<file path="src/rtl/control_unit.sv">
// control_unit: three-cycle fetch/decode/execute sequencer for the 4-bit CPU.
// Owns pc, instruction register, memory data register, accumulator and carry,
// drives the alu operands/opcode and the data memory write port.
module control_unit #(
  parameter int ALU_BIT_WIDTH        = 4,
  parameter int OPERATION_CODE_WIDTH = 3,
  parameter int PC_WIDTH             = 4,
  parameter int INSTR_WIDTH          = 8
) (
  input  logic                            clk_i,
  input  logic                            rst_ni,
  input  logic                            en_i,
  output logic [PC_WIDTH-1:0]             pc_o,
  input  logic [INSTR_WIDTH-1:0]          instr_i,
  output logic [3:0]                      dmem_addr_o,
  input  logic [ALU_BIT_WIDTH-1:0]        dmem_rdata_i,
  output logic [ALU_BIT_WIDTH-1:0]        dmem_wdata_o,
  output logic                            dmem_we_o,
  output logic [ALU_BIT_WIDTH-1:0]        alu_a_o,
  output logic [ALU_BIT_WIDTH-1:0]        alu_b_o,
  output logic [OPERATION_CODE_WIDTH-1:0] alu_oc_o,
  input  logic [ALU_BIT_WIDTH-1:0]        alu_result_i,
  input  logic                            alu_carry_i,
  output logic [ALU_BIT_WIDTH-1:0]        acc_o,
  output logic                            carry_o,
  output logic                            halted_o
);

  typedef enum logic [1:0] {
    ST_FETCH   = 2'd0,
    ST_DECODE  = 2'd1,
    ST_EXECUTE = 2'd2,
    ST_HALT    = 2'd3
  } state_t;

  state_t                            state_r, state_nxt_s;
  logic [PC_WIDTH-1:0]               pc_r, pc_nxt_s;
  logic [INSTR_WIDTH-1:0]            ir_r, ir_nxt_s;
  logic [ALU_BIT_WIDTH-1:0]          mdr_r, mdr_nxt_s;
  logic [ALU_BIT_WIDTH-1:0]          acc_r, acc_nxt_s;
  logic                              carry_r, carry_nxt_s;
  logic [3:0]                        opcode_s;
  logic [3:0]                        operand_s;
  logic [OPERATION_CODE_WIDTH-1:0]   alu_oc_s;
  logic [ALU_BIT_WIDTH-1:0]          alu_b_s;
  logic                              dmem_we_s;

  assign opcode_s  = ir_r[7:4];
  assign operand_s = ir_r[3:0];

  // Next-state and register-update logic; every register holds unless its state writes it.
  always_comb begin
    state_nxt_s = state_r;
    pc_nxt_s    = pc_r;
    ir_nxt_s    = ir_r;
    mdr_nxt_s   = mdr_r;
    acc_nxt_s   = acc_r;
    carry_nxt_s = carry_r;
    case (state_r)
      ST_FETCH: begin
        ir_nxt_s    = instr_i;
        pc_nxt_s    = pc_r + PC_WIDTH'(1'b1);
        state_nxt_s = ST_DECODE;
      end
      ST_DECODE: begin
        mdr_nxt_s   = dmem_rdata_i;
        state_nxt_s = ST_EXECUTE;
      end
      ST_EXECUTE: begin
        state_nxt_s = ST_FETCH;
        if (!opcode_s[3]) begin
          // opcode 0000 is NOP; any other 0xxx is an alu operation
          if (opcode_s[2:0] != 3'b000) begin
            acc_nxt_s = alu_result_i;
            if (opcode_s[2]) begin
              carry_nxt_s = alu_carry_i;
            end else begin
              carry_nxt_s = carry_r;
            end
          end else begin
            acc_nxt_s = acc_r;
          end
        end else begin
          case (opcode_s)
            4'b1000: acc_nxt_s = mdr_r;
            4'b1010: pc_nxt_s  = PC_WIDTH'(operand_s);
            4'b1011: begin
              if (carry_r) begin
                pc_nxt_s = PC_WIDTH'(operand_s);
              end else begin
                pc_nxt_s = pc_r;
              end
            end
            4'b1100: acc_nxt_s   = ALU_BIT_WIDTH'(operand_s);
            4'b1111: state_nxt_s = ST_HALT;
            // STA only strobes the write port; 1101/1110 behave as NOP
            default: acc_nxt_s = acc_r;
          endcase
        end
      end
      ST_HALT: state_nxt_s = ST_HALT;
      default: state_nxt_s = ST_FETCH;
    endcase
  end

  // Alu operand/opcode selection and data memory write strobe.
  always_comb begin
    alu_oc_s  = {OPERATION_CODE_WIDTH{1'b0}};
    alu_b_s   = mdr_r;
    dmem_we_s = 1'b0;
    if (state_r == ST_EXECUTE) begin
      if (!opcode_s[3]) begin
        alu_oc_s = OPERATION_CODE_WIDTH'(opcode_s[2:0]);
        // increment/decrement forms use a constant 1 instead of memory
        if ((opcode_s[2:0] == 3'b101) || (opcode_s[2:0] == 3'b110)) begin
          alu_b_s = ALU_BIT_WIDTH'(1'b1);
        end else begin
          alu_b_s = mdr_r;
        end
      end else begin
        alu_oc_s = {OPERATION_CODE_WIDTH{1'b0}};
        alu_b_s  = mdr_r;
      end
      dmem_we_s = en_i && (opcode_s == 4'b1001);
    end else begin
      dmem_we_s = 1'b0;
    end
  end

  // Architectural registers; en_i low freezes everything, reset clears asynchronously.
  always_ff @(posedge clk_i or negedge rst_ni) begin
    if (!rst_ni) begin
      state_r <= ST_FETCH;
      pc_r    <= {PC_WIDTH{1'b0}};
      ir_r    <= {INSTR_WIDTH{1'b0}};
      mdr_r   <= {ALU_BIT_WIDTH{1'b0}};
      acc_r   <= {ALU_BIT_WIDTH{1'b0}};
      carry_r <= 1'b0;
    end else if (en_i) begin
      state_r <= state_nxt_s;
      pc_r    <= pc_nxt_s;
      ir_r    <= ir_nxt_s;
      mdr_r   <= mdr_nxt_s;
      acc_r   <= acc_nxt_s;
      carry_r <= carry_nxt_s;
    end else begin
      state_r <= state_r;
      pc_r    <= pc_r;
      ir_r    <= ir_r;
      mdr_r   <= mdr_r;
      acc_r   <= acc_r;
      carry_r <= carry_r;
    end
  end

  assign pc_o         = pc_r;
  assign dmem_addr_o  = operand_s;
  assign dmem_wdata_o = acc_r;
  assign dmem_we_o    = dmem_we_s;
  assign alu_a_o      = acc_r;
  assign alu_b_o      = alu_b_s;
  assign alu_oc_o     = alu_oc_s;
  assign acc_o        = acc_r;
  assign carry_o      = carry_r;
  assign halted_o     = (state_r == ST_HALT);

endmodule

</file>
<file path="config.mk">
export PLATFORM = sky130hd
export DESIGN_NAME = control_unit
export DESIGN_NICKNAME = d
export VERILOG_FILES = /design/src/rtl/control_unit.sv
export SDC_FILE = /design/constraint.sdc
export NUM_CORES = 1
export LEC_CHECK = 0
export CORE_AREA = 2 2 63 65
export DETAILED_ROUTE_END_ITERATION = 6
export DIE_AREA = 0 0 65 67
export GPL_TIMING_DRIVEN = 0
export HOLD_SLACK_MARGIN = 0.06
export PLACE_DENSITY = 0.71
export SYNTH_ARGS = -nofsm -noshare
export SYNTH_HDL_FRONTEND = slang
export SYNTH_SLANG_ARGS = --single-unit
</file>
<file path="constraint.sdc">
create_clock -name clk_i -period 1.7 [get_ports clk_i]
set_clock_uncertainty 0.2 [all_clocks]
set_input_delay 0.17 -clock clk_i [delete_from_list [all_inputs] [get_ports clk_i]]
set_output_delay 0.17 -clock clk_i [all_outputs]
set_load 0.02 [all_outputs]
</file>
# Yosys cells after proc, flatten, opt, wreduce, memory -nomap -nowiden
# Cells that the tools add are included.
dict set report totals {
  ff_bits 23
  latchBits 0
  ram_bits 0
  rom_bits 0
  out_inout_bits 30
  wordCells 50
  n_memories 0
}
dict set report classes {
  addsub 1
  multipliers 0
  n_div 0
  magnitude_cmp 0
  eq_ne 15
  n_shift 0
  n_mux 16
  n_bitwise 1
  n_reduce_logical 11
}
# operator n
set ops {}
lappend ops {{$mux 4} 7}
lappend ops {{$eq 4x4->1 const B} 6}
lappend ops {{$pmux 4 s2} 3}
lappend ops {{$reduce_and 5->1} 2}
lappend ops {{$pmux 2 s4} 1}
lappend ops {{$eq 3x3->1 const B} 2}
lappend ops {{$mux 3} 2}
lappend ops {{$ne 3x1->1 const B} 2}
lappend ops {{$add 4x1->4 const B} 1}
lappend ops {{$eq 2x2->1 const B} 2}
lappend ops {{$mux 2} 2}
lappend ops {{$reduce_and 2->1} 2}
lappend ops {{$reduce_and 4->1} 1}
lappend ops {{$reduce_bool 2->1} 2}
lappend ops {{$ne 3x3->1 const B} 1}
lappend ops {{$reduce_bool 3->1} 1}
lappend ops {{$eq 2x1->1 const B} 1}
lappend ops {{$logic_not 2->1} 1}
lappend ops {{$ne 2x2->1 const B} 1}
lappend ops {{$logic_and 1x1->1} 1}
lappend ops {{$logic_or 1x1->1} 1}
lappend ops {{$mux 1} 1}
lappend ops {{$not 1->1} 1}

# Logic depth before layout (Yosys ltp)
dict set report logic_depth {
  word_depth 5
  depth_mapped 6
  mapped_depth_nobuf 4
}

# Worst setup path after synthesis
# OpenSTA, ideal clock, no wires.
dict set report synth_path {
  kind {register -> output}
  start {register state_r[0]}
  end {output port dmem_we_o}
  t_arrival_ns 1.567
  setup_slack_ns -0.237
  path_stages_with_launch 6
  path_cell_list {dfrtp_1 -> buf_2 -> and2b_2 -> buf_6 -> nand2_1 -> nor4_1}
}
dict set report synth_between {
  elab_chain_cells 2
}
# element line
set synth_lines {}
lappend synth_lines {{start, declared} 36} ;# state_t state_r, state_nxt_s;
lappend synth_lines {{start signal, assigned} 140} ;# state_r <= state_nxt_s;
lappend synth_lines {{start signal, assigned} 147} ;# state_r <= state_r;
lappend synth_lines {{$eq 2x2->1} 111} ;# if (state_r == ST_EXECUTE) begin
lappend synth_lines {{$mux 1} 111}
lappend synth_lines {{end, declared} 18} ;# output logic dmem_we_o,
# No other way between the ends.

# Worst setup path after layout
dict set report layout_path {
  start {register state_r[0]}
  end {output port alu_b_o[3]}
}
dict set report layout_between {
  elab_chain_cells 2
}
# element line
set layout_lines {}
lappend layout_lines {{$eq 2x2->1} 111}
lappend layout_lines {{$mux 4} 111}
lappend layout_lines {{end, declared} 20} ;# output logic [ALU_BIT_WIDTH-1:0] alu_b_o,
# No other way between the ends.

==> out/qor.yml <==
setup_path:
  r2r_cells: 5
  crit_path_start_kind: "register"
  reg2reg_to: "acc_o[2]$_DFFE_PN0P_"
  cp-end-kind: "output pin"
  worstPathRequired_ns: 1.33
  arrival_ns: 1.46
  r2r_slack_ns: -0.04
  rr_startpoint: "ir_r[4]$_DFFE_PN0P_"
  path_max_fanout: 4
  crit_type: "register to output pin"
global_routing:
  grt_pass1_wl_um: 5730
  grt_pass1_vias: 1265
  grt_max_degree: 24
  overflow: 0
  antenna_found_initial: 0
  grtUsageTotal_pct: 17.3
hold_path:
  whs_endpoint: "carry_o$_DFFE_PN0P_"
  hp-start: "en_i"
  hold_class: "input port to register"
  hold_depth: 3
power_and_ir_drop:
  ir_worst_vdd_v: 0.000676
  clkPwrFrac_pct: 8.1
  p_sw_share_pct: 41.8
  p_leak_uw: 0.00103
  p_switching_uw: 1760
  finalPower_uw: 4220
  p_int_uw: 2460
  power_density_nw_per_um2: 1900
  seq_power_share_pct: 26.5
  combPwrFrac_pct: 65.4
run_status:
  violations: "setup timing"
  outcome: "finished with violations"
logic_synthesis:
  syn_inst: 131
  synth_edf_count: 0
  postSynthNetCount: 152
  avgSynthCellArea_um2: 10.8
  ys.flop_type: "dfrtp_1"
  ys_seq_elements: 23
  synth_cell_types: 37
  ys_seq_area_share_pct: 40.6
  synth_warnings: 0
  async_flop_share_pct: 100
  netlist_area_um2: 1420
floorplan:
  core_area_um2: 3610
  rows: 22
  die_h_um: 67
  ios: 50
  dieArea_um2: 4360
  initial_core_util_pct: 39.3
  die_x_um: 65
place:
  portBuffers: 48
  finalWeightedCongestion: 0.770
  dp_hpwl_um: 2510
  dp_slack_ns: -0.470
finish:
  diodes: 0
  final_common_cell: "buf_4"
  layout_common_cells: "27 x buf_4, 23 x clkdlybuf4s50_1, 20 x dfrtp_1, 14 x dlygate4sd2_1, 13 x mux2_2"
  nets: 220
  area_growth_pct: 56.6
  layout-drive-gt1-share_pct: 43.4
route:
  vias: 1246
  via_per_inst: 5.07
  firstDrtPassIters: 4
  wl_um: 3740
  ant_nets: 0
  drtIter0Drc: 45
  drcViolationCount: 0
  wl_per_cell_um: 15.2
clock_network:
  clk_pin_slew_worst_paths_ns: 0.08
  ctsLongestPathBuffers: 2
  cts_htree_levels: 1
  clock-sinks: 23
  cts_root_buffer: "clkbuf_8"
  numCtsBuffers: 3
  tritoncts: "built"
  clk_latency_ns: 0.26
sta:
  drv_slew: 0
  max-slew-margin-rel_pct: 28.9
  fin_ws_ns: -0.132
  finalCriticalPeriod_ns: 1.83
  finalCritPeriodShare_pct: 108
  hold_viol: 0
  rsz0062_at_grt: "yes"
  fmax_mhz: 546
  finalSetupViolCount: 10
  tightest_slew_ns: 1.06
flow_run:
  max_cap_violations: 0
layer usage:
layer	global-route usage, %	routed length, um	vias up
met5	0	0	-
met4	7.98	53	0
met3	1.52	173	4
met2	30.8	1920	45
met1	21.0	1590	610
li1	-	-	587
power groups by stage:
stage | registers (uW) | logic (uW) | clock network [uW]
CTS | 1110 | 2540 | 349
finish | 1120 | 2760 | 344
detailed placement | 1100 | 2510 | 0
global placement | 1080 | 2480 | 0
global route | 1180 | 2950 | 374
floorplan | 1140 | 1550 | 0
worst max-delay path, cell delays in order, from the launching register on:
cell	delay, ns
dfrtp_2	0.42
nand2b_4	0.16
nor3b_4	0.21
nand2_2	0.11
and2_4	0.16
buf_6	0.12
sequential cells by signal (all words and copies together), names as in the netlist:
name     count
ir_r         8
pc_o         4
state_r      2
acc_o        4
mdr_r        4
carry_o      1
stage by stage:
step / hold WS [ns] / cell area, um2 / std cells / utilization, % / setup TNS [ns]
6_report: 0.106 / 2220 / 246 / 61.5 / -0.599
5_1_grt: 0.116 / 2220 / 246 / 61.5 / -1.26
4_1_cts: 0.108 / 2090 / 239 / 57.9 / -0.624
3_5_place_dp: 0.258 / 1980 / 227 / 54.9 / -3.64
3_3_place_gp: 0.257 / 1980 / 227 / 54.9 / -2.95
2_1_floorplan: -0.326 / 1440 / 131 / - / -0.0562
synth_stat cells (all sizes together), types with 2 or more instances:
cell | number | share of area [%]
dfrtp | 23 | 41
buf | 20 | 12
mux2 | 13 | 10
nor2 | 7 | 1.9
a211oi | 5 | 2.7
and2 | 5 | 2.2
mux2i | 5 | 3.5
o21ai | 5 | 1.8
a21o | 4 | 2.1
a21oi | 4 | 1.4
and3 | 4 | 1.8
nand2 | 4 | 1.1
nand3 | 4 | 1.4
nand4 | 4 | 2.8
nor3b | 4 | 3.3
nand2b | 3 | 1.9
inv | 2 | 0.53
nor2b | 2 | 1.4
o22ai | 2 | 0.88
worst max-delay path by stage:
stage	from	to	depth (start not counted)
2_1_floorplan	state_r[0]$_DFFE_PN0P_	alu_b_o[1]	5
3_3_place_gp	state_r[0]$_DFFE_PN0P_	alu_b_o[2]	6
3_5_place_dp	state_r[0]$_DFFE_PN0P_	dmem_we_o	6
4_1_cts	state_r[0]$_DFFE_PN0P_	alu_b_o[3]	5
5_1_grt	ir_r[7]$_DFFE_PN0P_	alu_b_o[2]	5
6_report	state_r[0]$_DFFE_PN0P_	alu_b_o[3]	5
logic make-up (layout without fill, tap and decap cells):
family,count (synthesis),count (layout),synth area share (%)
compound gates,25,25,11.7
buf+inv,22,89,12.3
xor+xnor,1,1,0.618
mux,18,18,13.9
simple gates,41,41,20.1
flops,23,23,40.6
fa+ha+maj,1,1,0.883
what timing repair did:
item                                    in CTS  in global routing
hold endpoints to repair                     2                  0
endpoints found under the setup margin      26                 25
resized for setup                           69                 23
pin swaps                                    7                  4
hold buffers                                 2                  0
cloned                                       0                  2
setup buffers                                7                  5
cell type report:
| class | count | area, um2 |
|---|---|---|
| multi-input combinational | 86 | 758 |
| inverter | 2 | 7.51 |
| clock buffer | 4 | 45.0 |
| timing repair buffer | 64 | 599 |
| sequential | 23 | 579 |
| fill | 312 | 1390 |
| tap | 48 | 60.1 |
| buffer | 19 | 169 |
(Power assumes the default switching activity.)
